--- src/rtl/blink_stream_feeder.sv ---
// Streaming front/back-end for the combinational Blink-64 core: holds the key, stages
// one block (P, per-block tweak, enc) towards the core and returns C with a last flag.
module blink_stream_feeder #(
  parameter int CORE_LAT = 0,
  parameter int CNT_W    = 16
) (
  input  logic             clk,
  input  logic             rst,
  input  logic             key_we,
  input  logic [447:0]     key_in,
  input  logic             start,
  input  logic             enc_mode,
  input  logic [63:0]      tweak_base,
  input  logic [CNT_W-1:0] num_blocks,
  input  logic             abort,
  input  logic             s_valid,
  output logic             s_ready,
  input  logic [63:0]      s_data,
  output logic             m_valid,
  input  logic             m_ready,
  output logic [63:0]      m_data,
  output logic             m_last,
  output logic             busy,
  output logic             done,
  output logic             core_enc,
  output logic [447:0]     core_K0,
  output logic [63:0]      core_P,
  output logic [63:0]      core_T,
  input  logic [63:0]      core_C,
  output logic [1:0]       dbg_state_o
);

  localparam int WAIT_W = (CORE_LAT > 0) ? $clog2(CORE_LAT + 1) : 1;

  typedef enum logic [1:0] {
    ST_IDLE  = 2'd0,
    ST_RUN   = 2'd1,
    ST_DRAIN = 2'd2
  } state_t;

  state_t             state_q, state_d;
  logic [447:0]       key_q;
  logic               enc_q;
  logic [63:0]        tweak_q;
  logic [CNT_W-1:0]   remain_q;
  logic [63:0]        p_data_q, p_tweak_q;
  logic               p_vld_q, p_last_q;
  logic [WAIT_W-1:0]  wait_q;
  logic [63:0]        m_data_q;
  logic               m_valid_q, m_last_q, done_q;
  logic               s_hs, m_hs, p_move, last_in;

  // Both streams transfer a beat on a rising edge where valid and ready are both high;
  // a source keeps valid and data stable until that edge, ready may change freely.
  assign s_hs    = s_valid & s_ready;
  assign m_hs    = m_valid_q & m_ready;
  assign p_move  = p_vld_q & (wait_q == '0) & (~m_valid_q | m_ready);
  assign last_in = (remain_q == CNT_W'(1));

  always_ff @(posedge clk or posedge rst) begin
    if (rst) state_q <= ST_IDLE;
    else     state_q <= state_d;
  end

  always_comb begin
    state_d = state_q;
    if (abort) begin
      state_d = ST_IDLE;
    end else begin
      case (state_q)
        ST_IDLE:  if (start && (num_blocks != '0)) state_d = ST_RUN;
        ST_RUN:   if (s_hs && last_in)             state_d = ST_DRAIN;
        ST_DRAIN: if (m_hs && m_last_q)            state_d = ST_IDLE;
        default:                                   state_d = ST_IDLE;
      endcase
    end
  end

  always_comb begin
    busy        = (state_q != ST_IDLE);
    s_ready     = (state_q == ST_RUN) && (remain_q != '0) && (!p_vld_q || p_move);
    dbg_state_o = state_q;
  end

  always_ff @(posedge clk or posedge rst) begin
    if (rst) begin
      key_q     <= '0;
      enc_q     <= 1'b1;
      tweak_q   <= '0;
      remain_q  <= '0;
      p_data_q  <= '0;
      p_tweak_q <= '0;
      p_vld_q   <= 1'b0;
      p_last_q  <= 1'b0;
      wait_q    <= '0;
      m_data_q  <= '0;
      m_valid_q <= 1'b0;
      m_last_q  <= 1'b0;
      done_q    <= 1'b0;
    end else begin
      done_q <= 1'b0;
      // The key is only writable between messages so a running message never sees it change.
      if ((state_q == ST_IDLE) && key_we) key_q <= key_in;
      if ((state_q == ST_IDLE) && start && !abort) begin
        enc_q    <= enc_mode;
        tweak_q  <= tweak_base;
        remain_q <= num_blocks;
        if (num_blocks == '0) done_q <= 1'b1;
      end
      if (abort) begin
        p_vld_q   <= 1'b0;
        m_valid_q <= 1'b0;
        m_last_q  <= 1'b0;
        wait_q    <= '0;
      end else begin
        if (s_hs) begin
          p_data_q  <= s_data;
          p_tweak_q <= tweak_q;
          tweak_q   <= tweak_q + 64'd1;
          remain_q  <= remain_q - CNT_W'(1);
          p_last_q  <= last_in;
          p_vld_q   <= 1'b1;
          wait_q    <= WAIT_W'(CORE_LAT);
        end else begin
          if (p_move)        p_vld_q <= 1'b0;
          if (wait_q != '0)  wait_q  <= wait_q - WAIT_W'(1);
        end
        if (p_move) begin
          m_data_q  <= core_C;
          m_last_q  <= p_last_q;
          m_valid_q <= 1'b1;
        end else if (m_hs) begin
          m_valid_q <= 1'b0;
        end
        if (m_hs && m_last_q) done_q <= 1'b1;
      end
    end
  end

  assign m_valid  = m_valid_q;
  assign m_data   = m_data_q;
  assign m_last   = m_last_q;
  assign done     = done_q;
  assign core_enc = enc_q;
  assign core_K0  = key_q;
  assign core_P   = p_data_q;
  assign core_T   = p_tweak_q;

endmodule
--- config.mk ---
export PLATFORM = sky130hd
export DESIGN_NAME = blink_stream_feeder
export DESIGN_NICKNAME = d
export VERILOG_FILES = /design/src/rtl/blink_stream_feeder.sv
export SDC_FILE = /design/constraint.sdc
export NUM_CORES = 1
export LEC_CHECK = 0
export BUFFER_PORTS_ARGS = -buffer_cell sky130_fd_sc_hd__buf_2
export CORE_AREA = 10 10 501 503
export CTS_BUF_LIST = sky130_fd_sc_hd__clkbuf_16
export DETAILED_ROUTE_END_ITERATION = 10
export DIE_AREA = 0 0 511 513
export PLACE_DENSITY_LB_ADDON = 0.05
export SLEW_MARGIN = 10
export SYNTH_ARGS = -nofsm -noshare
export SYNTH_HDL_FRONTEND = slang
export SYNTH_SLANG_ARGS = --single-unit
--- constraint.sdc ---
create_clock -name clk -period 40 [get_ports clk]
set_input_delay 4 -clock clk [delete_from_list [all_inputs] [get_ports clk]]
set_output_delay 4 -clock clk [all_outputs]
set_load 0.02 [all_outputs]
### Word level (Yosys, flattened, before mapping)

Index checks and enable logic that the tools add are counted.

| operators by class | value |
|---|---|
| $add $sub $neg | 3 |
| $mul | 0 |
| div/mod/pow operators | 0 |
| $lt $le $gt $ge | 0 |
| equal/unequal tests | 6 |
| shifts and indexed selects | 0 |
| muxes and demuxes | 26 |
| bitwise operators | 8 |
| reduce and logical (&&, ||, !) cells | 22 |

Operator list:

| operator | count |
|---|---|
| two-way mux 64 bit | 3 |
| adder 64 x 1 -> 64 bit (second input constant) | 1 |
| two-way mux 16 bit | 3 |
| nonzero test 16 bit | 2 |
| == test 16 x 1 -> 1 bit (second input constant) | 1 |
| zero test 16 bit | 1 |
| subtractor 16 x 1 -> 16 bit (second input constant) | 1 |
| two-way mux 1 bit | 15 |
| != test 3 bit (second input constant) | 3 |
| logical AND 1 bit | 8 |
| two-way mux 2 bit | 4 |
| case mux 2 bit (3 select lines) | 1 |
| nonzero test 3 bit | 2 |
| bitwise AND 1 bit | 4 |
| AND reduction 2 bit | 2 |
| nonzero test 2 bit | 2 |
| inverter 1 bit | 3 |
| AND reduction 3 bit | 1 |
| == test 2 x 1 -> 1 bit (second input constant) | 1 |
| == test 2 bit (second input constant) | 1 |
| zero test 1 bit | 2 |
| zero test 2 bit | 1 |
| logical OR 1 bit | 1 |
| OR 1 bit | 1 |
| subtractor 1 bit (second input constant) | 1 |

| word-level totals | value |
|---|---|
| bits in registers | 729 |
| bits in latches | 0 |
| memory bits (writable) | 0 |
| memory bits (read-only) | 0 |
| input bits | 664 |
| memories kept | 0 |

### Logic depth before layout (Yosys ltp)

| depth | value |
|---|---|
| depth in word-level cells | 10 |
| mapped depth | 10 |
| mapped depth without buffers | 7 |

### Worst setup path after synthesis

OpenSTA, ideal clock, no wires.

| timing | value |
|---|---|
| kind | input-to-output |
| from | in m_ready |
| to | out s_ready |
| arrival | 4702 ps |
| required time | 36000 ps |
| setup slack | 31298 ps |
| stages on the path | 3 |
| buffers on the path | 0 |
| cell sequence | and3b_1 -> nor3b_1 -> and2_1 |

| on the way | value |
|---|---|
| word-level cells in the longest chain between the ends | 4 |

Ends and longest elaborated chain:

| what | RTL line | source |
|---|---|---|
| from (decl) | 20 | `input logic m_ready,` |
| OR 1 bit | 57 | `assign p_move = p_vld_q & (wait_q == '0) & (~m_valid_q \| m_ready);` |
| bitwise AND 1 bit | 57 |  |
| logical OR 1 bit | 81 | `s_ready = (state_q == ST_RUN) && (remain_q != '0) && (!p_vld_q \|\| p_move);` |
| logical AND 1 bit | 81 |  |
| to (decl) | 17 | `output logic s_ready,` |

Every way passes these cells.

### Worst setup path after layout

Same ends and word-level chain as after synthesis.

==> summary.md <==
| Metric | Value |
|---|---|
| Number of synthesis warnings | 0 |
| Worst hold start | core_enc$_DFFE_PP1P_ |
| IO buf count | 1311 |
| Post-CTS setup buffers | 0 |
| DR DRC count | 0 |
| CTS Buf Count | 105 |
| Sink Count | 728 |
| Post-Syn Area | 0.0294 mm2 |
| Final wirelength | 186000 um |
| FFs w/ async S/R, synth | 100% |
| EDFF count, synth | 0 |
| Die ar. | 0.262 mm2 |
| Clock Path Buffers | 3 |
| Leak | 19.9 nW |
| Total vias in the final route | 24600 |
| WP data arrival | 5.03 ns |
| Fin worst setup slack | 30.97 ns |
| Area of the core | 0.240 mm2 |
| Fraction of layout cells with a size suffix above 1 | 55.1% |
| First-pass GRT wire length | 247000 um |
| Worst Hold Class | flip-flop to flip-flop |
| Cells after Synth | 2285 |
| NumNets Final | 4265 |
| FF-to-FF setup slack | 33.60 ns |
| Worst ir drop on vdd | 0.0405 mV |
| Cell Chain, Critical Path | buf_2 > and3b_1 > nor3b_1 > and2_1 > buf_2 |
| Hold EP | core_enc$_DFFE_PP1P_ |
| Register area share after synthesis | 62.0% |
| Clk root buf | clkbuf_16 |
| Compound-gate portion of the synthesized area | 4.61% |
| Row cnt | 180 |
| XOR/XNOR Fraction of Synth Area | 0.0298% |
| Area Growth Syn to Fin | 46.5% |
| DR pass1 iterations | 4 |
| Initial antenna violation count | 240 |
| Antenna-violating nets left | 0 |
| Hold Path Stages | 2 |
| H-tree level count | 3 |
| Crit path time final | 9.03 ns |
| Post-DR wirelength/cell | 26.9 um |
| GP Congestion | 0.740 |
| Crit path largest cell delay | 0.30 ns |
| Synth Area in Adders | 0.128% |
| Synth cell types | 67 |
| Final clock skew | 0.0396 ns |
| Simple-Gate Fraction of Synth Area | 10.8% |
| Req. time, crit path | 36.00 ns |
| CTS tree | done |
| RR Endpoint | core_K0[157]$_DFFE_PP0P_ |
| Final hold vios | 0 |
| Layout Cells excl Fill | 6908 |
| Post-CTS Resized | 0 |
| Largest net degree at the start of global routing | 156 |
| Die Span Y | 513 um |
| Synth Register Bits | 728 |
| Synth area leader | dfrtp_1 |
| Endpoints failing setup | 0 |
| Number of instances in the placed design | 6676 |
| Hold_buf cts | 0 |
| Tot GR Track Use | 13.6% |
| Die Wd | 511 um |
| Most used cell, CP | buf_2 |
| Global route overflow | 0 |
| Unrepaired setup endpoints after global routing | false |
| 1st-iter DRT viols | 944 |
| Largest family of logic cells by synthesized area | multiplexers |
| Max_slew headroom | 18.3% |
| Place WS | 30.26 ns |
| Crit Path Max Fanout | 5 |
| Setup CP Type | primary input to output port |
| Mapped Nets | 2952 |
| Final period util | 22.6% |
| Primary FF master, synth | dfrtp_1 |
| Setup crit start kind | primary input |
| PwrDens | 56.8 mW/mm2 |
| Reg2reg start | dbg_state_o[1]$_DFFE_PP0P_ |
| Worst Reg-to-Reg Cells | 8 |
| Syn_area_per_cell | 12.9 um2 |
| Cell area after layout | 0.0430 mm2 |
| Post-synthesis mux area share | 20.1% |
| Vias in the first global route | 25800 |
| Placement Cell Area | 0.0397 mm2 |
| Detail-routed via count per cell | 3.56 |
| Setup crit end kind | output port |
| Outcome | complete, no violations |
| Clk Latency, worst-skew pair | 0.75 ns |
| Fin. max-slew vios | 0 |
| Worst Tran Pin Value | 1.22 ns |
| Util after Layout | 17.9% |
| Min Hold Slack | 0.463 ns |
| Filler Cell Count | 26900 |
| Critical-path top delay cell | nor3b_1 |
| Maximum clock frequency | 0.111 GHz |
| Share of the synthesized area in the top cell type | 61.9% |
| Max_cap viols | 0 |
| CTS clock-pin slew for the worst setup and hold paths | 0.05 ns |
| Area contributors post-synth | dfrtp_1, mux2_2, nand2_1 |
| Setup TNS | 0 ns |
| Pwr Total | 2.44 mW |
| Initial Utilization | 12.2% |
| Post-DP HPWL | 147000 um |
| Io pins | 1312 |
report_power, final:
group | switching (mW) | internal (mW)
sequential | 0.0862 | 0.866
clock | 0.396 | 0.510
combinational | 0.382 | 0.205
total | 0.863 | 1.58
critical path, delay by kind of cell:
kind                   cells  cell delay [ns]
AND/OR/NAND/NOR            3             0.70
buffers and inverters      2             0.32
flip-flops by register name, summed over array words and instances, names as in the netlist:
register	cells
core_K0	448
core_P	64
core_T	64
m_data	64
tweak_q	64
remain_q	16
dbg_state_o	2
core_enc	1
done	1
m_last	1
m_valid	1
p_last_q	1
p_vld_q	1
placed cells by master (no fill, tap or decap), types with 7 or more instances in the layout:
master and n:
inv_1 58, a21o_1 7, clkbuf_16 106, dfrtp_1 727
o21a_1 15, nor4_1 24, buf_2 1311, o22ai_1 10
nand3_1 38, and3_1 22, mux2_2 517, clkinv_1 18
a21oi_1 30, o221a_2 11, clkinv_2 15, and4_1 24
diode_2 43, o21ai_0 29, a31oi_1 9, or4_1 9
nand4_1 26, nor2_1 85, nor3_1 41, buf_4 24
mux2i_1 9, nand2_1 375, a311oi_1 16, a211oi_1 17
kinds of logic after synthesis:
| kind of cell | count (synthesis) |
|---|---|
| AO/OA/AOI/OAI | 188 |
| adder cells (fa/ha/maj) | 3 |
| XOR/XNOR | 1 |
| multiplexers | 526 |
| buffers and inverters | 156 |
| AND/OR/NAND/NOR | 683 |
| flip-flops | 728 |
worst max path at each step:
| stage | depth (start not counted) | end | slack [ns] | startpoint |
|---|---|---|---|---|
| final | 5 | s_ready | 30.97 | m_ready |
| after global routing | 9 | core_K0[220]$_DFFE_PP0P_ | 30.77 | key_we |
| after CTS | 5 | s_ready | 30.94 | m_ready |
| after detailed placement | 9 | core_K0[142]$_DFFE_PP0P_ | 30.26 | key_we |
| after global placement | 9 | core_K0[161]$_DFFE_PP0P_ | 30.20 | key_we |
| after floorplan | 1 | core_K0[0]$_DFFE_PP0P_ | 15.58 | rst |
synth_stat cells (21+ instances only):
master and n:
and3_1 22, and4_1 24, nand2_1 376, nor2_1 89
o21ai_0 29, inv_1 21, mux2_2 517, nor4_1 24
a21oi_1 31, nor3_1 41, nand3_1 38, buf_2 70
dfrtp_1 727, nand4_1 26, clkbuf_1 54
area by class of cell:
type	count	area (um2)	share of cell area, %
Sequential cell	728	18200	42.3
Antenna cell	43	108	0.250
Timing Repair Buffer	1341	6860	15.9
Tap cell	3185	3990	9.26
Multi-Input combinational cell	1401	10500	24.5
Clock buffer	106	2650	6.16
Clock inverter	83	588	1.37
Inverter	21	86.3	0.201
layer usage:
metal	wire (um)	vias up	GRT usage (%)
li1	-	10800	-
met1	68400	11900	14.4
met2	90200	1234	23.4
met3	19600	539	6.69
met4	6990	76	4.65
met5	493	-	0.144
Power figures use the tool's default switching activity.
